==> config.mk <==
export PLATFORM = sky130hd
export DESIGN_NAME = legv8_instr_encoder
export DESIGN_NICKNAME = d
export VERILOG_FILES = /design/src/rtl/legv8_pkg.sv /design/src/rtl/sync_fifo.sv /design/src/rtl/legv8_instr_encoder.sv
export SDC_FILE = /design/constraint.sdc
export NUM_CORES = 1
export LEC_CHECK = 0
export BUFFER_PORTS_ARGS = -buffer_cell sky130_fd_sc_hd__buf_2
export CAP_MARGIN = 15
export CORE_MARGIN = 1.5
export CORE_UTILIZATION = 30
export DETAILED_ROUTE_END_ITERATION = 10
export SKIP_LAST_GASP = 1
export SLEW_MARGIN = 0
export SYNTH_ARGS = -nofsm -noshare
export SYNTH_HDL_FRONTEND = slang
export SYNTH_HIERARCHICAL = 1
export SYNTH_SLANG_ARGS = --single-unit
==> constraint.sdc <==
create_clock -name clk -period 2.3 [get_ports clk]
set_input_delay 0.115 -clock clk [delete_from_list [all_inputs] [get_ports clk]]
set_output_delay 0.115 -clock clk [all_outputs]
set_load 0.1 [all_outputs]
==> src/rtl/legv8_pkg.sv <==
// legv8_pkg: shared LEGv8 definitions.
//   op_e          request operation codes (11-15 are illegal)
//   OPC_*         fixed opcode fields, sized to the format they head
//   *_MIN/*_MAX   signed immediate limits per format
package legv8_pkg;

  typedef enum logic [3:0] {
    OP_AND  = 4'd0,
    OP_ORR  = 4'd1,
    OP_ADD  = 4'd2,
    OP_SUB  = 4'd3,
    OP_ADDI = 4'd4,
    OP_SUBI = 4'd5,
    OP_MOVZ = 4'd6,
    OP_B    = 4'd7,
    OP_CBZ  = 4'd8,
    OP_LDUR = 4'd9,
    OP_STUR = 4'd10
  } op_e;

  // 11-bit: R-type and D-type
  localparam logic [10:0] OPC_AND  = 11'b10001010000;
  localparam logic [10:0] OPC_ORR  = 11'b10101010000;
  localparam logic [10:0] OPC_ADD  = 11'b10001011000;
  localparam logic [10:0] OPC_SUB  = 11'b11001011000;
  localparam logic [10:0] OPC_LDUR = 11'b11111000010;
  localparam logic [10:0] OPC_STUR = 11'b11111000000;
  // 10-bit: I-type
  localparam logic [9:0]  OPC_ADDI = 10'b1001000100;
  localparam logic [9:0]  OPC_SUBI = 10'b1101000100;
  // 9-bit: IW-type
  localparam logic [8:0]  OPC_MOVZ = 9'b110100101;
  // 8-bit: CB-type
  localparam logic [7:0]  OPC_CBZ  = 8'b10110100;
  // 6-bit: B-type
  localparam logic [5:0]  OPC_B    = 6'b000101;

  localparam int ADDI_MIN = 0;
  localparam int ADDI_MAX = 4095;
  localparam int DT_MIN   = -256;
  localparam int DT_MAX   = 255;
  localparam int MOVZ_MIN = 0;
  localparam int MOVZ_MAX = 65535;
  localparam int CB_MIN   = -(1 << 18);
  localparam int CB_MAX   = (1 << 18) - 1;
  localparam int B_MIN    = -(1 << 25);
  localparam int B_MAX    = (1 << 25) - 1;

endpackage

==> src/rtl/sync_fifo.sv <==
// sync_fifo: small synchronous FIFO, all outputs derived from registers.
//   clk, rst_n   clock, async active-low reset
//   clear        synchronous flush, wins over push/pop
//   push, din    write side (caller guarantees !full)
//   pop, dout    read side, dout is the head entry (caller guarantees !empty)
//   empty, full  occupancy flags
module sync_fifo #(
  parameter int W     = 32,
  parameter int DEPTH = 2
) (
  input  logic         clk,
  input  logic         rst_n,
  input  logic         clear,
  input  logic         push,
  input  logic [W-1:0] din,
  input  logic         pop,
  output logic [W-1:0] dout,
  output logic         empty,
  output logic         full
);

  localparam int AW = (DEPTH > 1) ? $clog2(DEPTH) : 1;

  logic [W-1:0]  r_mem [DEPTH];
  logic [AW-1:0] r_wp, r_rp;
  logic [AW:0]   r_cnt;

  // Entries are zeroed on flush too so the head reads 0 after reset/clear.
  always_ff @(posedge clk or negedge rst_n) begin
    if (!rst_n) begin
      for (int i = 0; i < DEPTH; i++) r_mem[i] <= '0;
      r_wp  <= '0;
      r_rp  <= '0;
      r_cnt <= '0;
    end else if (clear) begin
      for (int i = 0; i < DEPTH; i++) r_mem[i] <= '0;
      r_wp  <= '0;
      r_rp  <= '0;
      r_cnt <= '0;
    end else begin
      if (push) begin
        r_mem[r_wp] <= din;
        r_wp        <= r_wp + AW'(1);
      end
      if (pop) r_rp <= r_rp + AW'(1);
      case ({push, pop})
        2'b10:   r_cnt <= r_cnt + (AW+1)'(1);
        2'b01:   r_cnt <= r_cnt - (AW+1)'(1);
        default: r_cnt <= r_cnt;
      endcase
    end
  end

  assign dout  = r_mem[r_rp];
  assign empty = (r_cnt == '0);
  assign full  = (r_cnt == (AW+1)'(DEPTH));

endmodule

==> src/rtl/legv8_instr_encoder.sv <==
// legv8_instr_encoder: encodes LEGv8 instruction requests into 32-bit words
// and streams them into an instruction memory through a small buffer.
//   clk, rst_n          clock, async active-low reset
//   clear               synchronous flush of buffer, address and counters
//   in_valid/in_ready   request handshake
//   in_op, in_rd/rn/rm  operation and register fields (in_rd = Rt for D/CB)
//   in_imm, in_hw       immediate/offset and MOVZ shift selector
//   imem_we/addr/wdata  memory write port, mem_ready accepts a write
//   err                 one-cycle pulse after a rejected request
//   words_written       completed writes (wraps), err_count rejects (saturates)
module legv8_instr_encoder
  import legv8_pkg::*;
#(
  parameter int ADDR_W = 10,
  parameter int DEPTH  = 2
) (
  input  logic              clk,
  input  logic              rst_n,
  input  logic              clear,
  input  logic              in_valid,
  output logic              in_ready,
  input  logic [3:0]        in_op,
  input  logic [4:0]        in_rd,
  input  logic [4:0]        in_rn,
  input  logic [4:0]        in_rm,
  input  logic [31:0]       in_imm,
  input  logic [1:0]        in_hw,
  output logic              imem_we,
  input  logic              mem_ready,
  output logic [ADDR_W-1:0] imem_addr,
  output logic [31:0]       imem_wdata,
  output logic              err,
  output logic [15:0]       words_written,
  output logic [7:0]        err_count
);

  logic signed [31:0] w_simm;
  logic [31:0]        w_word;
  logic               w_legal;
  logic               w_xfer, w_push, w_pop;
  logic               w_empty, w_full;
  logic [31:0]        w_head;

  logic [ADDR_W-1:0]  r_addr;
  logic [15:0]        r_words;
  logic [7:0]         r_errcnt;
  logic               r_err;

  assign w_simm = $signed(in_imm);

  always_comb begin
    w_word  = '0;
    w_legal = 1'b0;
    case (op_e'(in_op))
      OP_AND:  begin w_word = {OPC_AND, in_rm, 6'd0, in_rn, in_rd}; w_legal = 1'b1; end
      OP_ORR:  begin w_word = {OPC_ORR, in_rm, 6'd0, in_rn, in_rd}; w_legal = 1'b1; end
      OP_ADD:  begin w_word = {OPC_ADD, in_rm, 6'd0, in_rn, in_rd}; w_legal = 1'b1; end
      OP_SUB:  begin w_word = {OPC_SUB, in_rm, 6'd0, in_rn, in_rd}; w_legal = 1'b1; end
      OP_ADDI: begin
        w_word  = {OPC_ADDI, in_imm[11:0], in_rn, in_rd};
        w_legal = (w_simm >= ADDI_MIN) && (w_simm <= ADDI_MAX);
      end
      OP_SUBI: begin
        w_word  = {OPC_SUBI, in_imm[11:0], in_rn, in_rd};
        w_legal = (w_simm >= ADDI_MIN) && (w_simm <= ADDI_MAX);
      end
      OP_LDUR: begin
        w_word  = {OPC_LDUR, in_imm[8:0], 2'b00, in_rn, in_rd};
        w_legal = (w_simm >= DT_MIN) && (w_simm <= DT_MAX);
      end
      OP_STUR: begin
        w_word  = {OPC_STUR, in_imm[8:0], 2'b00, in_rn, in_rd};
        w_legal = (w_simm >= DT_MIN) && (w_simm <= DT_MAX);
      end
      OP_MOVZ: begin
        w_word  = {OPC_MOVZ, in_hw, in_imm[15:0], in_rd};
        w_legal = (w_simm >= MOVZ_MIN) && (w_simm <= MOVZ_MAX);
      end
      OP_CBZ: begin
        w_word  = {OPC_CBZ, in_imm[18:0], in_rd};
        w_legal = (w_simm >= CB_MIN) && (w_simm <= CB_MAX);
      end
      OP_B: begin
        w_word  = {OPC_B, in_imm[25:0]};
        w_legal = (w_simm >= B_MIN) && (w_simm <= B_MAX);
      end
      default: begin w_word = '0; w_legal = 1'b0; end
    endcase
  end

  // Ready comes from the registered full flag only, so a full buffer
  // refuses input even in a cycle where it is also draining.
  assign in_ready = !w_full && !clear;
  assign w_xfer   = in_valid && in_ready;
  assign w_push   = w_xfer && w_legal;
  assign w_pop    = !w_empty && mem_ready;

  sync_fifo #(.W(32), .DEPTH(DEPTH)) u_fifo (
    .clk   (clk),
    .rst_n (rst_n),
    .clear (clear),
    .push  (w_push),
    .din   (w_word),
    .pop   (w_pop),
    .dout  (w_head),
    .empty (w_empty),
    .full  (w_full)
  );

  always_ff @(posedge clk or negedge rst_n) begin
    if (!rst_n) begin
      r_addr   <= '0;
      r_words  <= '0;
      r_errcnt <= '0;
      r_err    <= 1'b0;
    end else if (clear) begin
      r_addr   <= '0;
      r_words  <= '0;
      r_errcnt <= '0;
      r_err    <= 1'b0;
    end else begin
      r_err <= w_xfer && !w_legal;
      if (w_xfer && !w_legal && (r_errcnt != 8'hFF)) r_errcnt <= r_errcnt + 8'd1;
      if (w_pop) begin
        r_addr  <= r_addr + ADDR_W'(4);
        r_words <= r_words + 16'd1;
      end
    end
  end

  assign imem_we       = !w_empty;
  assign imem_wdata    = w_head;
  assign imem_addr     = r_addr;
  assign err           = r_err;
  assign words_written = r_words;
  assign err_count     = r_errcnt;

endmodule

==> flow_metrics.env <==
export IMPL_tightest_slew_ns=0.7120
export IMPL_multi_input_area_sq_um=2983
export IMPL_p_sw_frac=0.3242
export IMPL_nets=846
export IMPL_grt_ovfl_total=0
export IMPL_io_buffers=124
export IMPL_synth_edf_count=0
export IMPL_htree_levels=3
export IMPL_grt_pass1_vias=4966
export IMPL_r2r_slack_ns=0.43
export IMPL_final_layout_size_suffix_gt1_frac=0.3468
export IMPL_place_inst=1031
export IMPL_yosysSeqAreaShare=0.4372
export IMPL_start_util=0.3070
export IMPL_fin_skew_ns=0.006548
export IMPL_leakage_nw=3.415
export IMPL_cp_arrival_ns=2.48
export IMPL_internal_power_mw=3.144
export IMPL_outcome="finished clean"
export IMPL_gp_congestion=0.8867
export IMPL_drc=0
export IMPL_rsz0062_at_grt="false"
export IMPL_fillers=1898
export IMPL_clk_insertion_delay_late_ns=0.35
export IMPL_cts_tree="yes"
export IMPL_antenna_left=0
export IMPL_io_pins=127
export IMPL_ys_seq_elements=101
export IMPL_max_cap_violations=0
export IMPL_critPathRequiredTime_ns=2.57
export IMPL_coreArea_sq_um=18830
export IMPL_die_w_microns=141.8
export IMPL_p_per_area_nw_per_um2=598.2
export IMPL_track_usage=0.1712
export IMPL_antenna_found_initial=0
export IMPL_peakVddDrop_v=0.0003503
export IMPL_wl_per_cell_microns=16.33
export IMPL_hold_path_class="in2reg"
export IMPL_yosys_cell_types_count=53
export IMPL_avgViaCountPerCell=5.018
export IMPL_clkPwrFrac=0.361
export IMPL_slew_headroom=0.5253
export IMPL_yosys_warnings=6
export IMPL_cts_sink_count=101
export IMPL_p_sw_mw=1.508
export IMPL_post_dp_hpwl_mm=12.48
export IMPL_final_util=0.4130
export IMPL_synth_cells=647
export IMPL_rows=50
export IMPL_tns_ns=0
export IMPL_cts_buffers=9
export IMPL_areaGrowthSynthToFinish_pct=34.52
export IMPL_comb_power_share=0.238
export IMPL_diodes=0
export IMPL_crit_fanout=16
export IMPL_async_flop_share=1.000
export IMPL_wirelength_mm=17.15
export IMPL_cts_max_path_buffers=2
export IMPL_dpl_instance_area_sq_um=7407
export IMPL_finalMaxSlewViolations=0
export IMPL_final_cells=1050
export IMPL_crit_path_end_kind="flip-flop"
export IMPL_grt_pass1_wl_mm=27.02
export IMPL_clk_pin_slew_ns=0.07
export IMPL_netlist_area_sq_um=5781
export IMPL_grt_max_degree=55
export IMPL_path_class="in2reg"
export IMPL_seqPwrFrac=0.401
export IMPL_syn_avg_cell_area_sq_um=8.934
export IMPL_final_setup_worst_slack_ns=0.09185
export IMPL_hold_violations=0
export IMPL_die_y_microns=141.8
export IMPL_cp_start_kind="primary input"
export IMPL_synth_ff_type="dfrtp_1"
export IMPL_final_area_sq_um=7776
export IMPL_dieArea_sq_um=20110
export IMPL_fin_crit_ns=2.208
export IMPL_vias=5269
export IMPL_min_period_over_period=0.9601
export IMPL_dr_pass1_iters=6
export IMPL_drt_iter0_drc=544
export IMPL_final_setup_viol_count=0
export IMPL_clockRootBuffer="clkbuf_16"
export IMPL_max_freq_mhz=452.9
export IMPL_dp_slack_ns=-0.2725
export IMPL_register_area_sq_um=2530
==> final timing paths <==
kind / start / cells past startpoint / to
worst min register to register: err_count[0] / 1 / err_count[0]
worst max register to register: err_count[0] / 6 / err_count[5]
worst min-delay path: clear / 2 / err_count[5]
max in group asynchronous: rst_n / 3 / u_fifo/r_mem[39]
worst max-delay path: in_imm[23] / 11 / u_fifo/r_mem[56]
min in group asynchronous: rst_n / 2 / err_count[6]
==> Yosys cell counts, drive strengths merged (5+ instances only) <==
library cell | n | share of area
nand2 | 168 | 0.11
dfrtp | 101 | 0.44
a21oi | 79 | 0.088
nor2 | 34 | 0.022
mux2 | 33 | 0.065
buf | 32 | 0.037
inv | 17 | 0.011
clkbuf | 14 | 0.0091
o21ai | 14 | 0.012
nand3 | 13 | 0.011
nand4 | 12 | 0.013
a222oi | 11 | 0.019
nor3 | 10 | 0.0095
xnor2 | 10 | 0.015
xor2 | 10 | 0.015
or4 | 9 | 0.012
or3 | 8 | 0.0087
nor2b | 7 | 0.0076
a221o | 5 | 0.0087
a22o | 5 | 0.0076
a22oi | 5 | 0.0065
nand2b | 5 | 0.0054
==> critical path, stage by stage <==
cell	delay, ns
buf_2	0.10
or4_1	0.51
or4_4	0.56
buf_4	0.16
nor4_4	0.20
nor2_4	0.08
nor2_4	0.12
and2b_2	0.23
buf_12	0.17
nand2_1	0.07
a21oi_1	0.14
==> layout make-up <==
cell class,count,share of cell area
timing repair buffer,172,0.1992
clock inverter,6,0.01110
inverter,17,0.008206
clock buffer,10,0.03073
sequential,101,0.3253
tap,260,0.04183
multi-input combinational,484,0.3836
==> through the flow <==
step	hold WS (ns)	total power [mW]
after floorplan	-0.1806	2.651
after global placement	0.1219	2.997
after detailed placement	0.1278	3.002
after CTS	0.07959	4.691
after global routing	0.09384	4.847
final	0.08817	4.652
==> what timing repair did <==
item / 4_1_cts / 5_1_grt
gates resized for setup: 0 / 1
endpoints found under the hold margin: 35 / 0
buffers inserted: 0 / 1
hold buffers: 1 / 0
endpoints found under the setup margin: 0 / 7
==> per-layer routing <==
layer | share of wire | track usage
met5 | 0 | 0
met4 | 0.013 | 0.05643
met3 | 0.055 | 0.02835
met2 | 0.47 | 0.2668
met1 | 0.46 | 0.2415
==> flip-flops by register name (all words and copies together), names as in the netlist <==
register       count
imem_addr          8
err_count          8
u_fifo/r_mem      64
u_fifo/r_wp        1
words_written     16
err                1
u_fifo/r_rp        1
u_fifo/r_cnt       2
==> cells in the final DEF, fill, tap and decap left out, types with 3 or more instances in the layout <==
| cell | count |
|---|---|
| a222oi_1 | 11 |
| clkbuf_16 | 10 |
| o311ai_1 | 4 |
| a21oi_1 | 49 |
| a22oi_1 | 5 |
| a22o_1 | 5 |
| nand4_1 | 12 |
| buf_4 | 43 |
| nor4_1 | 3 |
| or4_1 | 8 |
| nand2b_1 | 5 |
| inv_1 | 17 |
| a21oi_2 | 30 |
| dfrtp_1 | 99 |
| xor2_1 | 10 |
| nand2_2 | 9 |
| mux2_2 | 32 |
| nor2b_1 | 7 |
| nor3_1 | 8 |
| nand2_1 | 159 |
| ha_1 | 3 |
| or3_1 | 8 |
| buf_2 | 90 |
| buf_12 | 37 |
| nor3b_1 | 3 |
| nor2_4 | 3 |
| o21ai_0 | 14 |
| and3_1 | 3 |
| a221o_1 | 5 |
| and4_1 | 3 |
| mux2i_1 | 4 |
| nand3_1 | 13 |
| nor2_1 | 31 |
| xnor2_1 | 10 |
==> power groups by stage <==
stage               sequential [mW]  combinational, mW  clock [mW]
floorplan                      2.03              0.625           0
global placement               1.90               1.10           0
detailed placement             1.90               1.10           0
CTS                            1.87               1.11        1.72
global route                   1.87               1.18        1.79
finish                         1.87               1.11        1.68
==> logic make-up (layout without fill, tap and decap cells) <==
group,Yosys count,in the layout,share of synthesized area
simple gates,285,285,0.2247
compound gates,137,137,0.1721
flops,101,101,0.4372
buf+inv,63,205,0.05671
mux,37,37,0.07186
xor+xnor,20,20,0.03030
fa+ha+maj,3,3,0.006494
other cells,1,2,0.0006487
Note: power is estimated with default switching activity, not from simulation.
